File: config.mk
export PLATFORM = sky130hd
export DESIGN_NAME = shift_reg_seq
export DESIGN_NICKNAME = d
export VERILOG_FILES = /design/src/rtl/shift_pkg.sv /design/src/rtl/shift_step.sv /design/src/rtl/shift_reg_seq.sv
export SDC_FILE = /design/constraint.sdc
export NUM_CORES = 1
export LEC_CHECK = 0
export CELL_PAD_IN_SITES_DETAIL_PLACEMENT = 1
export CELL_PAD_IN_SITES_GLOBAL_PLACEMENT = 1
export CORE_ASPECT_RATIO = 0.6
export CORE_MARGIN = 5
export CORE_UTILIZATION = 33
export DETAILED_ROUTE_END_ITERATION = 10
export GPL_TIMING_DRIVEN = 1
export PLACE_DENSITY = 0.77
export SLEW_MARGIN = 25
export SYNTH_ARGS = -nofsm -noshare
export SYNTH_HDL_FRONTEND = slang
export SYNTH_HIERARCHICAL = 1
export SYNTH_SLANG_ARGS = --single-unit
File: constraint.sdc
create_clock -name clk -period 1.59 [get_ports clk]
set_clock_uncertainty 0.1 [all_clocks]
set_input_delay 0.159 -clock clk [delete_from_list [all_inputs] [get_ports clk]]
set_output_delay 0.159 -clock clk [all_outputs]
set_load 0.005 [all_outputs]
File: src/rtl/shift_pkg.sv
// Shared definitions for the iterative shifter: operation codes, FSM states
// and the default operand/shift-amount widths.
package shift_pkg;

    localparam int SH_WIDTH = 32;
    localparam int SH_AMT_W = 5;

    // Codes 101..111 are reserved and act as a hold step.
    typedef enum logic [2:0] {
        OP_SLL = 3'b000,
        OP_SRL = 3'b001,
        OP_SRA = 3'b010,
        OP_ROR = 3'b011,
        OP_ROL = 3'b100
    } shift_op_t;

    typedef enum logic [1:0] {
        IDLE  = 2'b00,
        SHIFT = 2'b01,
        DONE  = 2'b10
    } shift_state_t;

endpackage

File: src/rtl/shift_step.sv
// Combinational single-position step of the shifter; the sequencer applies it
// once per clock to its own register.
module shift_step
    import shift_pkg::*;
#(
    parameter int WIDTH = SH_WIDTH
) (
    input  logic [2:0]       op,
    input  logic [WIDTH-1:0] value,
    output logic [WIDTH-1:0] next_value
);

    // NOTE: the default assignment before the case keeps this process free of
    // latches, including for the reserved op codes.
    always_comb begin
        next_value = value;
        case (op)
            OP_SLL:  next_value = {value[WIDTH-2:0], 1'b0};
            OP_SRL:  next_value = {1'b0, value[WIDTH-1:1]};
            OP_SRA:  next_value = {value[WIDTH-1], value[WIDTH-1:1]};
            OP_ROR:  next_value = {value[0], value[WIDTH-1:1]};
            OP_ROL:  next_value = {value[WIDTH-2:0], value[WIDTH-1]};
            default: next_value = value;
        endcase
    end

endmodule

File: src/rtl/shift_reg_seq.sv
// Iterative shifter for the multicycle datapath: captures an operand, shift
// count and op on start, applies one bit position per clock, pulses done.
module shift_reg_seq
    import shift_pkg::*;
#(
    parameter int WIDTH = SH_WIDTH,
    parameter int SHW   = SH_AMT_W
) (
    input  logic             clk,
    input  logic             reset,
    input  logic             start,
    input  logic [2:0]       op,
    input  logic [WIDTH-1:0] data_in,
    input  logic [SHW-1:0]   shamt,
    output logic             busy,
    output logic             done,
    output logic [WIDTH-1:0] data_out
);

    shift_state_t     state;
    shift_state_t     state_next;
    logic [WIDTH-1:0] value_q;
    logic [WIDTH-1:0] step_value;
    logic [SHW-1:0]   count_q;
    logic [2:0]       op_q;
    logic             accept;

    // A new request is taken only when no operation is in flight.
    assign accept = start && (state == IDLE || state == DONE);

    shift_step #(
        .WIDTH (WIDTH)
    ) u_step (
        .op         (op_q),
        .value      (value_q),
        .next_value (step_value)
    );

    // NOTE: sequential state uses non-blocking assignments so every register
    // samples the pre-edge values of its peers.
    always_ff @(posedge clk) begin
        if (reset) begin
            state <= IDLE;
        end else begin
            state <= state_next;
        end
    end

    always_comb begin
        state_next = state;
        case (state)
            IDLE, DONE: begin
                if (accept) begin
                    state_next = (shamt == '0) ? DONE : SHIFT;
                end else begin
                    state_next = IDLE;
                end
            end
            SHIFT: begin
                if (count_q == SHW'(1)) begin
                    state_next = DONE;
                end
            end
            default: state_next = IDLE;
        endcase
    end

    // The counter is at least 1 throughout SHIFT, so the decrement never wraps.
    always_ff @(posedge clk) begin
        if (reset) begin
            value_q <= '0;
            count_q <= '0;
            op_q    <= '0;
        end else if (accept) begin
            value_q <= data_in;
            count_q <= shamt;
            op_q    <= op;
        end else if (state == SHIFT) begin
            value_q <= step_value;
            count_q <= count_q - SHW'(1);
        end
    end

    always_comb begin
        busy     = 1'b0;
        done     = 1'b0;
        data_out = value_q;
        case (state)
            SHIFT:   busy = 1'b1;
            DONE:    done = 1'b1;
            default: ;
        endcase
    end

    a_busy_done_exclusive: assert property (
        @(posedge clk) disable iff (reset) !(busy && done)
    );

    a_count_nonzero_in_shift: assert property (
        @(posedge clk) disable iff (reset) (state == SHIFT) |-> (count_q != '0)
    );

endmodule

# [Word level (Yosys, flattened, before mapping)]
# Index checks and enable logic that the tools add are counted.
[word_totals] regBits=42 input_bits=43 output_inout_bits=34 word_cells=37
[op_classes] add_sub_neg=1 eq_ne=9 mux=11 reduce_logical=11
[ops] cell="32-bit one-hot mux with 5 select lines" n=1
[ops] cell="32-bit 2-to-1 mux" n=2
[ops] cell="5-bit 2-to-1 mux" n=2
[ops] cell="3-bit by 2-bit equality test with 1-bit output, second input constant" n=2
[ops] cell="2-bit 2-to-1 mux" n=3
[ops] cell="6-bit nonzero test" n=1
[ops] cell="5-bit by 1-bit equality test with 1-bit output, second input constant" n=1
[ops] cell="5-bit logical NOT" n=1
[ops] cell="5-bit nonzero test" n=1
[ops] cell="5-bit by 1-bit subtractor with 5-bit output, second input constant" n=1
[ops] cell="2-bit != test, second input constant" n=2
[ops] cell="2-bit one-hot mux with 2 select lines" n=1
[ops] cell="3-bit by 1-bit equality test with 1-bit output, second input constant" n=1
[ops] cell="3-bit equality test, second input constant" n=1
[ops] cell="3-bit logical NOT" n=1
[ops] cell="3-bit AND reduction" n=1
[ops] cell="2-bit by 1-bit equality test with 1-bit output, second input constant" n=1
[ops] cell="2-bit equality test, second input constant" n=1
[ops] cell="2-bit logical NOT" n=1
[ops] cell="1-bit 2-to-1 mux" n=2
[ops] cell="2-bit AND reduction" n=1
[ops] cell="2-bit nonzero test" n=1
[ops] cell="2-bit OR reduction" n=1
[ops] cell="1-bit logical AND" n=1
[ops] cell="1-bit logical OR" n=1

# [Logic depth before layout (Yosys ltp)]
# Gate-level depths: netlist (run 1).
[logic_depth] word_depth=5 mapped_depth=7

# [Modules after synthesis]
# The synthesis (run 1) kept the hierarchy.
[modules_own_cells] mod="shift_reg_seq" n_inst=1 cells_per_inst=201 area_each_um2=1707.9 seq_area_each_um2=840.8
[modules_own_cells] mod="shift_step" n_inst=1 cells_per_inst=115 area_each_um2=887.1 seq_area_each_um2=0.0

# [Least setup slack after synthesis (run 1)]
# No wires, ideal clock.
[synth_path] path_type="register to register" start="register op_q[2]" end="register value_q[10], in the netlist data_out[10]" setup_ps=132 arrival_time_ps=1212 required_ps=1358 slack_ps=146 path_stages_with_launch=7 period_less_slack_ps=1444 cell_sequence="dfxtp_1 buf_2 buf_4 mux2i_1 a21oi_2 a22oi_1 a21oi_1"
[synth_between] elab_chain_len=4 elab_cells_between_ends=10 cone_classes="4 x eq/ne; 3 x mux; 3 x reduce/logical"
[synth_rtl] element="start, declared" line="shift_reg_seq.sv:25" text="logic [2:0] op_q;"
[synth_rtl] element="start signal, assigned" line="shift_reg_seq.sv:77" text="op_q <= op;"
[synth_rtl] element="3-bit equality test (tied with other cells)" line="shift_step.sv:17" text="case (op)"
[synth_rtl] element="32-bit one-hot mux with 5 select lines (*)" line="shift_step.sv:17"
[synth_rtl] element="named net step_value[10]" line="shift_reg_seq.sv:23" text="logic [WIDTH-1:0] step_value;"
[synth_rtl] element="32-bit 2-to-1 mux (*)" line="shift_reg_seq.sv:78" text="end else if (state == SHIFT) begin"
[synth_rtl] element="32-bit 2-to-1 mux (*)" line="shift_reg_seq.sv:74" text="end else if (accept) begin"
[synth_rtl] element="end signal, assigned" line="shift_reg_seq.sv:75" text="value_q <= data_in;"
[synth_rtl] element="end signal, assigned" line="shift_reg_seq.sv:79" text="value_q <= step_value;"
[synth_rtl] element="end, declared" line="shift_reg_seq.sv:22" text="logic [WIDTH-1:0] value_q;"
# The timed path passes the listed nets; every way through them passes the cells marked *. The select of a mux whose other input is x is not followed.
# A chain may end at the register's enable or synchronous reset.

# [Worst setup path after layout (run 1)]
[layout_path] start="register value_q[23], in the netlist data_out[23]" end="output data_out[23]"
[layout_lines] element="end, declared" line="shift_reg_seq.sv:17" text="output logic [WIDTH-1:0] data_out"
# No word-level cell between the ends.

==> metrics, run 1 <==
run status complete, no violations; register share of total power approximately 37%; Ys Warns 6; Syn-to-layout area delta 42.1%; Fin. Hold Viols 0; WL/cell ~18 µm; initial DRC count 108; Highest Clock Rate about 640 MHz; die width 124 µm; DP Wirelength around 6400 µm; TritonRoute pass-1 iters 4; worst-case clock buffer depth 2; pre-CTS WS -0.0994 ns; design area between 3000 and 4000 µm²; Pint 2.40 mW; Mapped Area 2590 µm²; Bufs and invs on worst path 1; peak supply drop between 300 and 400 µV; Worst slew margin around two thirds; diode count 0; post-synthesis mux area share 12.0%; Required @ worst endpoint ~1.3 ns; Top delay family on crit path buffers and inverters; total clock buffers created by CTS 5; pwr dens 965 nW/µm²; Synth area leader dfxtp_1; I/O pins between 70 and 80; CTS tree yes; initial antenna violation count 0; CP Class flop to primary output; sequential share of the synthesized area 32.4%; synthesized flop and latch total 42; Distinct cells, synth 39; Period minus WS final approximately 1.6 ns; Antenna Nets Post-Route 0; crit path capture type primary output; Slew @ Worst Pin ~0.49 ns; input/output buffers 76; crit-path cells clkdlybuf4s50_1; Placer Congestion just over 0.8; clock power share between 20 and 30%; Die ar. 9800 µm²; Synth async-reset ratio 0%; Placed Area 3530 µm²; Post-synth top flop dfxtp_1; H-tree levels 2; setup violation total in the final timing report 0; layout net count 435; Clock transition at path regs about 0.060 ns; largest net degree at the start of global routing 24; Synth top area share ~32%; worst-path maximum fanout 5; HP Class input port to flop; final period utilization a little over nine tenths; final WL about 8800 µm; sw frac between 30% and 40%; Synth Area in Adders 0.964%; Largest stage delay, worst path 0.55 ns; all-layer global routing usage between 10% and 20%; Hold-fix buffers, CTS 0; final core occ between 40% and 50%; Max-Cap Viols 0; largest family of logic cells by synthesized area compound AO/OA/AOI/OAI gates; Critical Path AT approximately 1.3 ns; die extent in y roughly 79 µm; Critical Path Start Type flop; most common cell after layout, fill and taps aside clkdlybuf4s50_1; Core Rows 25; # DRC 0; cell count after synthesis around 320; Switching Power 1.15 mW; DR vias 2695; Area contributors post-synth dfxtp_1 (32%), mux2i_1 (12%), a21oi_2 (10%); first-pass GRT wire length 14600 µm; Synth Net Count between 300 and 400; Initial Util 33.5%; CTS sink cnt 42; Post-synth EDFFs 0; worst setup margin about 0.033 ns; Post-Synth Simple-Gate Area 19.8%; vias in the first global route approximately 2.9k; CP max stage cell clkdlybuf4s50_1; xor/xnor cell area share of the yosys netlist 0%; Final Max Slew Viols 0; Core Box Area a little under 8000 µm²; total gr overflow 0; combinational share of power between 30 and 40%; Via density around 5.4; Synth Area per Inst about 8 µm²; Leakage Power approximately 1.3 nW; root buf cell clkbuf_16; most frequent cells in the layout clkdlybuf4s50_1 (75), nor3_1 (45), dfxtp_1 (39), mux2i_1 (31), a21oi_2 (30); share of post-route cells with drive strength above 1 between 10% and 20%; RSZ-0062 raised after global routing false; clock latency on the worst-skew pair about 0.29 ns; post-synthesis compound-gate area fraction between 20% and 30%
==> routing by layer <==
layer  vias up  part of all wire, %  global-route usage, %
li1       1306                    -                      -
met1      1311                   51                   25.1
met2        67                   43                   27.8
met3        11                  4.3                   4.17
met4         0                  1.1                   4.49
met5         -                    0                      0
==> logic make-up (layout without fill, tap and decap cells) <==
logic type	count (synthesis)	in the layout
AND/OR/NAND/NOR	106	106
buffers and inverters	38	113
flip-flops	42	42
AO/OA/AOI/OAI	97	97
multiplexers	31	31
adder cells (fa/ha/maj)	2	2
==> synth_stat cells, types with 5 or more instances <==
master	number
nor3_1	45
dfxtp_1	42
mux2i_1	31
a21oi_2	30
nand2_1	26
a21oi_1	23
nor2_1	20
a22oi_1	18
o22ai_1	14
buf_2	12
clkbuf_1	11
buf_6	5
==> per-stage QoR <==
step	TNS, ns	total power, mW	std cells	hold slack [ns]
after global placement	-0.171	2.48	490	0.398
after global routing	0	3.76	499	0.377
final	0	3.56	499	0.345
after floorplan	0	2.00	316	0.195
after CTS	0	3.59	499	0.336
after detailed placement	-1.15	2.52	490	0.407
==> state kept, by name (all words and copies together) (netlist names) <==
signal and flops:
count_q 5, data_out 32, op_q 3, state 2
==> path summary, 6_finish.rpt <==
kind / depth (start not counted) / from / endpoint / slack [ns]
max: 1 / data_out[23] / data_out[23] / 0.03
min: 3 / op[0] / op_q[0] / 0.35
max reg2reg: 4 / count_q[0] / state[1] / 0.12
min reg2reg: 2 / data_out[22] / data_out[22] / 0.41
==> power groups by stage <==
stage / sequential [mW] / combinational (mW) / clock (mW)
floorplan: 1.31 / 0.697 / 0
global placement: 1.34 / 1.14 / 0
detailed placement: 1.34 / 1.18 / 0
CTS: 1.32 / 1.19 / 1.08
global route: 1.35 / 1.29 / 1.12
finish: 1.32 / 1.19 / 1.05
==> layout make-up <==
type                    count  area (µm²)
flip-flops and latches     42         845
multi-input cells         236        1550
clock buffers               7         143
repair buffers            100         990
fillers                   941        4070
inverters                   5        21.3
clock inverters             1        5.00
well taps                 108         135
==> what timing repair did <==
item	in CTS	in global routing
endpoints found under the setup margin	1	13
resized for setup	2	3
setup buffers	1	1
pin swaps	0	2
(Power assumes the default switching activity.)
==> inputs of run 2 (changes only) <==
Settings changed: CAP_MARGIN set to 5.
==> results of run 2 <==
No change in the layout: final DEF, timing and power equal those of run 1.
==> edit (config.mk and constraints of run 2) <==
Change the package constant `SH_AMT_W` from 5 to 10.
--- a/src/rtl/shift_pkg.sv
+++ b/src/rtl/shift_pkg.sv
@@ -4,5 +4,5 @@
 
     localparam int SH_WIDTH = 32;
-    localparam int SH_AMT_W = 5;
+    localparam int SH_AMT_W = 10;
 
     // Codes 101..111 are reserved and act as a hold step.
Interface: changed (resized shamt); port bits go from 77 to 82. The function was not compared with the original's and may differ.
==> edit against run 2 <==
  * The run now ends with setup timing left
  * Register-to-register slack lost 0.22 ns
  * Setup slack got worse by 0.13 ns
  * Power grew 9.6%
  * Utilization grew 0.76 points
  * Critical path depth grew 3
  * Sequential cell count rose by 5
  * Synthesized cell count grew 11%
  * Synthesized area is 10% higher
  * Cell area is 11% higher
  * Non-clock buffer count rose by 8
  * Routed wire length rose by 16%
  * Critical endpoint is now count_q[5]
==> edit: results (changes against run 2) <==
----------------------------------------------------
[Routing]
  Drt total wl ... 10300 um (+16%)
  Detailed-router iteration count before antenna repair ... 5 (+1)
  Count of routing violations after the opening detailed-route iteration ... 141 (+31%)
  Amount of wire on met2 after detailed routing ... 4650 um (+21%)

[Clock network]
  Buffers inserted by post-CTS timing repair ... 0 (-1)

[Outcome]
  Failing checks ... setup timing
  Run status ... finished, violations left

[Pwr]
  Largest voltage drop on the vdd net ... 388 uV (+4.6%)
  Internal power ... 2.61 mW (+8.5%)
  Power in sequential cells ... 1.47 mW (+11%)
  Leak pwr ... 1.41 nW (+11%)

[Logic synthesis]
  Sequential area share after synthesis ... 32.9% (+0.52 points)
  Largest cells by area after synthesis ... sky130_fd_sc_hd__dfxtp_1 33%, sky130_fd_sc_hd__mux2i_1 11%, sky130_fd_sc_hd__a21oi_2 9.2%
  Unique masters post-synth ... 43 (+10%)

[GRT]
  Global-route wire length before repair ... 16400 um (+13%)
  Maximum number of pins on one net before global-route repair ... 29 (+21%)
  Total routing usage reported by global routing ... 19.4% (+1.5 points)
  Global-route met1 utilization ... 26.2% (+1.1 points)
  Met3 demand-to-capacity share in global routing ... 5.52% (+1.4 points)
  Via count of the first global-routing pass ... 3113 (+9.1%)

[Worst setup path]
  Worst R2R Start ... count_q[1]
  Endpoint of the most critical register-to-register path ... count_q[5]
  Arr. time, crit path ... 1.77 ns (+0.47 ns)

[Timing]
  Fin worst setup slack ... -0.101 ns (-0.134 ns)
  Total of endpoints with negative setup slack in the final report ... 1 (+1)
  Worst hold slack ... 0.147 ns (-0.198 ns)

[Place]
  Detailed-placement wirelength estimate ... 7360 um (+15%)
  Count of buffers inserted at the top-level ports ... 81 (+6.6%)

[Min path]
  Worst Hold Path EP ... count_q[7]

----------------------------------------------------
[edit: cell families after synthesis]
group / count (synthesis) / synth area share (%)
AND/OR/NAND/NOR: 125 / 21.1
AO/OA/AOI/OAI: 106 / 26.6
flip-flops: 47 / 32.9
buffers and inverters: 39 / 7.00
multiplexers: 31 / 10.9
XOR/XNOR: 2 / 0.613
adder cells (fa/ha/maj): 2 / 0.876
[edit: cell type report]
| cell class | instances | area, um2 |
|---|---|---|
| sequential | 47 | 948 |
| fill | 981 | 4390 |
| clock buffer | 6 | 139 |
| timing repair buffer | 108 | 1090 |
| tap | 112 | 140 |
| multi-input combinational | 266 | 1760 |
| clock inverter | 1 | 5.00 |
| inverter | 5 | 18.8 |
[edit: worst max-delay path, stage by stage (launching register included)]
cell,delay [ns]
sky130_fd_sc_hd__dfxtp_2,0.33
sky130_fd_sc_hd__or4b_4,0.59
sky130_fd_sc_hd__nor2_2,0.14
sky130_fd_sc_hd__nor3_1,0.07
sky130_fd_sc_hd__a2111oi_2,0.35
[edit: worst max-delay path by stage]
| stage | from | end | slack (ns) | cells after the start |
|---|---|---|---|---|
| CTS | count_q[1] | count_q[9] | -0.08 | 4 |
| global route | count_q[1] | count_q[5] | -0.14 | 4 |
| global placement | start | count_q[5] | -0.008 | 5 |
| detailed placement | start | count_q[5] | -0.07 | 5 |
| finish | count_q[1] | count_q[5] | -0.10 | 4 |
| floorplan | count_q[0] | count_q[5] | 0.04 | 4 |
[edit: timing repair]
action	4_1_cts	5_1_grt
resized for setup	3	14
pin swaps	1	4
endpoints found under the setup margin	6	16
[edit: metrics by stage]
step	TNS, ns	instances	instance area [um2]
2_1_floorplan	0	352	2860
3_3_place_gp	-0.00805	538	3900
3_5_place_dp	-0.363	538	3900
4_1_cts	-0.192	545	4050
5_1_grt	-0.303	545	4100
6_report	-0.101	545	4100
